## src/rtl/uart_tx_cfg.sv

```systemverilog
// uart_tx_cfg: configurable UART transmitter with DBIT data bits, optional parity and one or two stop bits.
// Latency: o_tx drops on the accepting edge. A frame lasts OS_TICK*(2+DBIT+par_en+two_stop) i_s_tick pulses.
// Flow control: o_busy is high for the whole frame. i_tx_start is ignored while busy and is not queued.
module uart_tx_cfg #(
  parameter int DBIT    = 8,
  parameter int OS_TICK = 16
) (
  input  logic            i_clk,
  input  logic            i_reset,
  input  logic            i_tx_start,
  input  logic            i_s_tick,
  input  logic [DBIT-1:0] i_din,
  input  logic            i_par_en,
  input  logic            i_par_odd,
  input  logic            i_two_stop,
  output logic            o_tx,
  output logic            o_busy,
  output logic            o_tx_done_tick
);

  localparam int SW = $clog2(2 * OS_TICK);
  localparam int NW = $clog2(DBIT);
  localparam logic [SW-1:0] S_LAST1 = SW'(OS_TICK - 1);
  localparam logic [SW-1:0] S_LAST2 = SW'(2 * OS_TICK - 1);
  localparam logic [NW-1:0] N_LAST  = NW'(DBIT - 1);

  typedef enum logic [2:0] {IDLE, START, DATA, PARITY, STOP} state_t;

  state_t          state_q, state_d;
  logic [SW-1:0]   s_q, s_d;
  logic [NW-1:0]   n_q, n_d;
  logic [DBIT-1:0] b_q, b_d;
  logic            par_en_q, par_en_d;
  logic            par_odd_q, par_odd_d;
  logic            two_stop_q, two_stop_d;
  logic            p_q, p_d;
  logic            tx_q, tx_d;
  logic            done_q, done_d;

  // Next-state logic. tx_d is loaded with the line level of the state being entered.
  always_comb begin
    state_d    = state_q;
    s_d        = s_q;
    n_d        = n_q;
    b_d        = b_q;
    par_en_d   = par_en_q;
    par_odd_d  = par_odd_q;
    two_stop_d = two_stop_q;
    p_d        = p_q;
    tx_d       = tx_q;
    done_d     = 1'b0;
    case (state_q)
      IDLE: begin
        tx_d = 1'b1;
        if (i_tx_start) begin
          state_d    = START;
          b_d        = i_din;
          par_en_d   = i_par_en;
          par_odd_d  = i_par_odd;
          two_stop_d = i_two_stop;
          s_d        = '0;
          n_d        = '0;
          // Seeding with the odd flag makes the final XOR produce odd parity directly.
          p_d        = i_par_odd;
          tx_d       = 1'b0;
        end
      end
      START: begin
        if (i_s_tick) begin
          if (s_q == S_LAST1) begin
            s_d     = '0;
            state_d = DATA;
            tx_d    = b_q[0];
          end else begin
            s_d = s_q + SW'(1);
          end
        end
      end
      DATA: begin
        if (i_s_tick) begin
          if (s_q == S_LAST1) begin
            s_d = '0;
            p_d = p_q ^ b_q[0];
            b_d = b_q >> 1;
            if (n_q == N_LAST) begin
              if (par_en_q) begin
                state_d = PARITY;
                tx_d    = p_q ^ b_q[0];
              end else begin
                state_d = STOP;
                tx_d    = 1'b1;
              end
            end else begin
              n_d  = n_q + NW'(1);
              tx_d = b_q[1];
            end
          end else begin
            s_d = s_q + SW'(1);
          end
        end
      end
      PARITY: begin
        if (i_s_tick) begin
          if (s_q == S_LAST1) begin
            s_d     = '0;
            state_d = STOP;
            tx_d    = 1'b1;
          end else begin
            s_d = s_q + SW'(1);
          end
        end
      end
      STOP: begin
        tx_d = 1'b1;
        if (i_s_tick) begin
          if (s_q == (two_stop_q ? S_LAST2 : S_LAST1)) begin
            s_d     = '0;
            state_d = IDLE;
            done_d  = 1'b1;
          end else begin
            s_d = s_q + SW'(1);
          end
        end
      end
      default: begin
        state_d = IDLE;
        tx_d    = 1'b1;
      end
    endcase
  end

  // State and datapath registers. Reset aborts any frame in progress without a done pulse.
  always_ff @(posedge i_clk) begin
    if (i_reset) begin
      state_q    <= IDLE;
      s_q        <= '0;
      n_q        <= '0;
      b_q        <= '0;
      par_en_q   <= 1'b0;
      par_odd_q  <= 1'b0;
      two_stop_q <= 1'b0;
      p_q        <= 1'b0;
      tx_q       <= 1'b1;
      done_q     <= 1'b0;
    end else begin
      state_q    <= state_d;
      s_q        <= s_d;
      n_q        <= n_d;
      b_q        <= b_d;
      par_en_q   <= par_en_d;
      par_odd_q  <= par_odd_d;
      two_stop_q <= two_stop_d;
      p_q        <= p_d;
      tx_q       <= tx_d;
      done_q     <= done_d;
    end
  end

  assign o_tx           = tx_q;
  assign o_busy         = (state_q != IDLE);
  assign o_tx_done_tick = done_q;

endmodule

```

## config.mk

```make
export PLATFORM = sky130hd
export DESIGN_NAME = uart_tx_cfg
export DESIGN_NICKNAME = d
export VERILOG_FILES = /design/src/rtl/uart_tx_cfg.sv
export SDC_FILE = /design/constraint.sdc
export NUM_CORES = 1
export LEC_CHECK = 0
export ABC_AREA = 0
export BUFFER_PORTS_ARGS = -buffer_cell sky130_fd_sc_hd__buf_4
export CORE_ASPECT_RATIO = 1.2
export CORE_MARGIN = 1.5
export CORE_UTILIZATION = 48
export DETAILED_ROUTE_END_ITERATION = 7
export GPL_ROUTABILITY_DRIVEN = 1
export PLACE_DENSITY = 0.74
export SETUP_SLACK_MARGIN = 0.4
export SLEW_MARGIN = 30
export SYNTH_ARGS = -nofsm -noshare
export SYNTH_HDL_FRONTEND = slang
export SYNTH_SLANG_ARGS = --single-unit
```

## constraint.sdc

```tcl
create_clock -name i_clk -period 2.9 [get_ports i_clk]
set_input_delay 0.145 -clock i_clk [delete_from_list [all_inputs] [get_ports i_clk]]
set_output_delay 0.145 -clock i_clk [all_outputs]
set_load 0.05 [all_outputs]
```

==> results.md <==
* Die Ht at 62.8 um
* Clk_lat worst skew at 0.31 ns
* Crit end category: flip-flop
* H-tree depth at 1
* DRC viols at 0
* Worst EP arrival at 2.48 ns
* Die Area at 0.00332 mm^2
* # setup viols final at 0
* CP max FO at 6
* Max-slew violations at 0
* TNS Setup at 0 ns
* Final count of hold timing violations at 0
* Tmin final at 2.27 ns
* Synth warn at 0
* Post-Synthesis Cell Area at 0.00143 mm^2
* Reg2Reg Launch Point: s_q[1]$_SDFFE_PP0P_
* IO Port Bufs at 17
* Number of nets with antenna violations after routing at 0
* Ant diodes at 0
* Critical path class: flip-flop to flip-flop
* Ys async rst share at 0%
* Post-CTS Hold Buffers at 0
* Initial DRC Count at 26
* First-pass iteration count of the detailed router at 4
* CTS Buf Count at 3
* Post-synth EDFFs at 0
* Setup crit start kind: flip-flop
* Resized cells post-CTS at 0
* Antenna violations before repair at 0
* Syn_nets at 188
* Synth top area cells: dfxtp_1 34%, mux2i_1 7.7%, a211oi_1 5.8%, nor2_1 5.5%, ha_1 4.4%
* Worst vdd rail ir drop at 0.522 mV
* Routed wire length at 2930 um
* Most used DFF post-synth: dfxtp_1
* Post-synthesis sequential area ratio at 33.6%
* Global Route Usage Sum at 19.7%
* Vias at 1250
* Number of synthesized register bits at 24
* Layout cells sized above 1 at 16.3%
* FF/Latch Area at 480 um^2
* Post-Syn Instances at 168
* Hpwl dp at 2160 um
* Yosys cell types at 41
* R2r worst-path depth at 8
* Placer congestion estimate at 0.849
* Worst Hold End: par_en_q$_SDFFE_PP0P_
* Post-Syn Area per Cell at 8.52 um^2
* Total power at 1.28 mW
* Core ar. at 0.00281 mm^2
* P&R area growth vs syn at 12.0%
* Most frequent cell after synthesis: dfxtp_1
* Cell taking the most area after synthesis: dfxtp_1
* Overall die width at 52.9 um
* Worst slew pin tran at 0.641 ns
* Clk sinks at 24
* CTS tree: yes
* DR WL/cell at 13.8 um
* Max-cap violations at 0
* Synth top area share at 33.6%
* CTS Buffer Depth at 2
* # IOs at 18
* HP Start: i_par_en
* R2R setup slack at 0.63 ns
* FMAX at 0.441 GHz
* Leakage Power at 0.648 nW
* Layout fillers at 255
* Via density at 5.90
* WP data required at 3.11 ns
* Slew HR at 57.1%
* Nets at 199
* List of most frequent post-synthesis cells: 24 x dfxtp_1, 21 x nor2_1, 11 x a211oi_1, 11 x mux2i_1
* Worst hold path depth at 3
* Status: finished, final reports clean
* Critical R2R Capture: n_q[1]$_SDFFE_PP0P_
* PD cells at 799 mW/mm^2
* Clk_skew at 0.00908 ns
* Row cnt at 21
* Final cycle utilization of the critical path at 78.2%
* Worst-path clk slew at 0.13 ns
* Largest net degree at the start of global routing at 26
* GRT overflow at 0
* Min-Delay Path Class: input port to flip-flop
* Initial Util at 50.9%
* CTS root buf: clkbuf_4
* First-pass GRT wire length at 5110 um
* Number of global-route vias before repair at 1176
* Footprint of the multi-input gates at 862 um^2
* RSZ-0062 raised after global routing: false
## power breakdown
part           internal, mW  switching (mW)  leakage, nW  total [mW]
registers             0.396          0.0906        0.196       0.487
logic                 0.263           0.358        0.431       0.622
clock network        0.0766          0.0948       0.0210       0.171
## cells by family (layout without fill, tap and decap cells)
| logic type | Yosys count | count (layout) | share of synthesized area [%] |
|---|---|---|---|
| and+or+nand+nor | 55 | 55 | 20.4 |
| AOI/OAI and AO/OA | 51 | 51 | 26.6 |
| DFF | 24 | 24 | 33.6 |
| buffers and inverters | 20 | 30 | 6.21 |
| muxes | 11 | 11 | 7.69 |
| adders and majority gates | 5 | 5 | 4.37 |
| xor gates and xnor gates | 2 | 2 | 1.22 |
## how the worst max path moves through the flow
| stage | slack, ns | end | startpoint |
|---|---|---|---|
| after floorplan | 0.92 | n_q[0]$_SDFFE_PP0P_ | s_q[0]$_SDFFE_PP0P_ |
| after global placement | 0.71 | b_q[5]$_SDFFE_PP0P_ | s_q[0]$_SDFFE_PP0P_ |
| after detailed placement | 0.62 | b_q[4]$_SDFFE_PP0P_ | s_q[1]$_SDFFE_PP0P_ |
| after CTS | 0.57 | b_q[4]$_SDFFE_PP0P_ | s_q[1]$_SDFFE_PP0P_ |
| after global routing | 0.42 | n_q[2]$_SDFFE_PP0P_ | s_q[1]$_SDFFE_PP0P_ |
| final | 0.63 | n_q[1]$_SDFFE_PP0P_ | s_q[1]$_SDFFE_PP0P_ |
## metal layers
metal  vias to the layer above  global-route usage, %  part of all wire, %
met5                         -                      0                    0
met4                         0                   5.77                 0.51
met2                        31                   33.6                   50
li1                        638                      -                    -
met3                         2                   2.39                  4.2
met1                       579                   25.1                   45
## flip-flops by register name, summed over array words and instances, names as in the netlist
register,cells
b_q,8
n_q,3
o_tx_done_tick,1
s_q,5
par_en_q,1
state_q,3
o_tx,1
two_stop_q,1
p_q,1
## per-stage QoR
stage	util, %	setup WS, ns	cell area, um^2	std cells	hold slack (ns)
5_1_grt	57.0	0.417	1600	212	0.0678
2_1_floorplan	-	0.924	1430	168	0.281
3_5_place_dp	55.0	0.621	1550	207	0.415
6_report	57.0	0.631	1600	212	0.0843
3_3_place_gp	55.0	0.709	1550	207	0.403
4_1_cts	56.3	0.569	1580	211	0.0686
## critical path, stage by stage (launching register included)
cell and delay [ns]:
dfxtp_1 0.40, ha_1 0.21, nand3_1 0.11, inv_1 0.14
ha_1 0.30, nand4b_1 0.13, a211oi_1 0.58, mux2i_1 0.26
nor2_1 0.06
## placed cells by master, fill, tap and decap left out, types with 2 or more instances in the layout
cell / count
buf_4: 18
a211o_1: 2
xnor2_1: 2
o21ai_0: 10
nor4b_1: 2
nand2b_1: 2
nand2_1: 6
ha_1: 5
nand3_1: 6
nor2_1: 21
clkbuf_4: 3
a221o_1: 2
inv_1: 7
o41ai_2: 2
a311oi_1: 2
nor3b_1: 2
a211oi_1: 11
nor2b_1: 3
a21o_1: 3
dfxtp_1: 24
or3_1: 4
o211ai_1: 2
mux2i_1: 11
a21oi_1: 10
## what timing repair did
action | in CTS | in global routing
setup buffers | 0 | 1
endpoints found under the hold margin | 0 | 0
endpoints found under the setup margin | 0 | 9
## layout make-up
| class | instances | area share [%] |
|---|---|---|
| inverter | 7 | 1.64 |
| clock buffer | 4 | 2.26 |
| sequential | 24 | 30.0 |
| tap | 34 | 2.65 |
| timing repair buffer | 19 | 9.68 |
| multi-input combinational | 124 | 53.8 |
(Power assumes the default switching activity.)
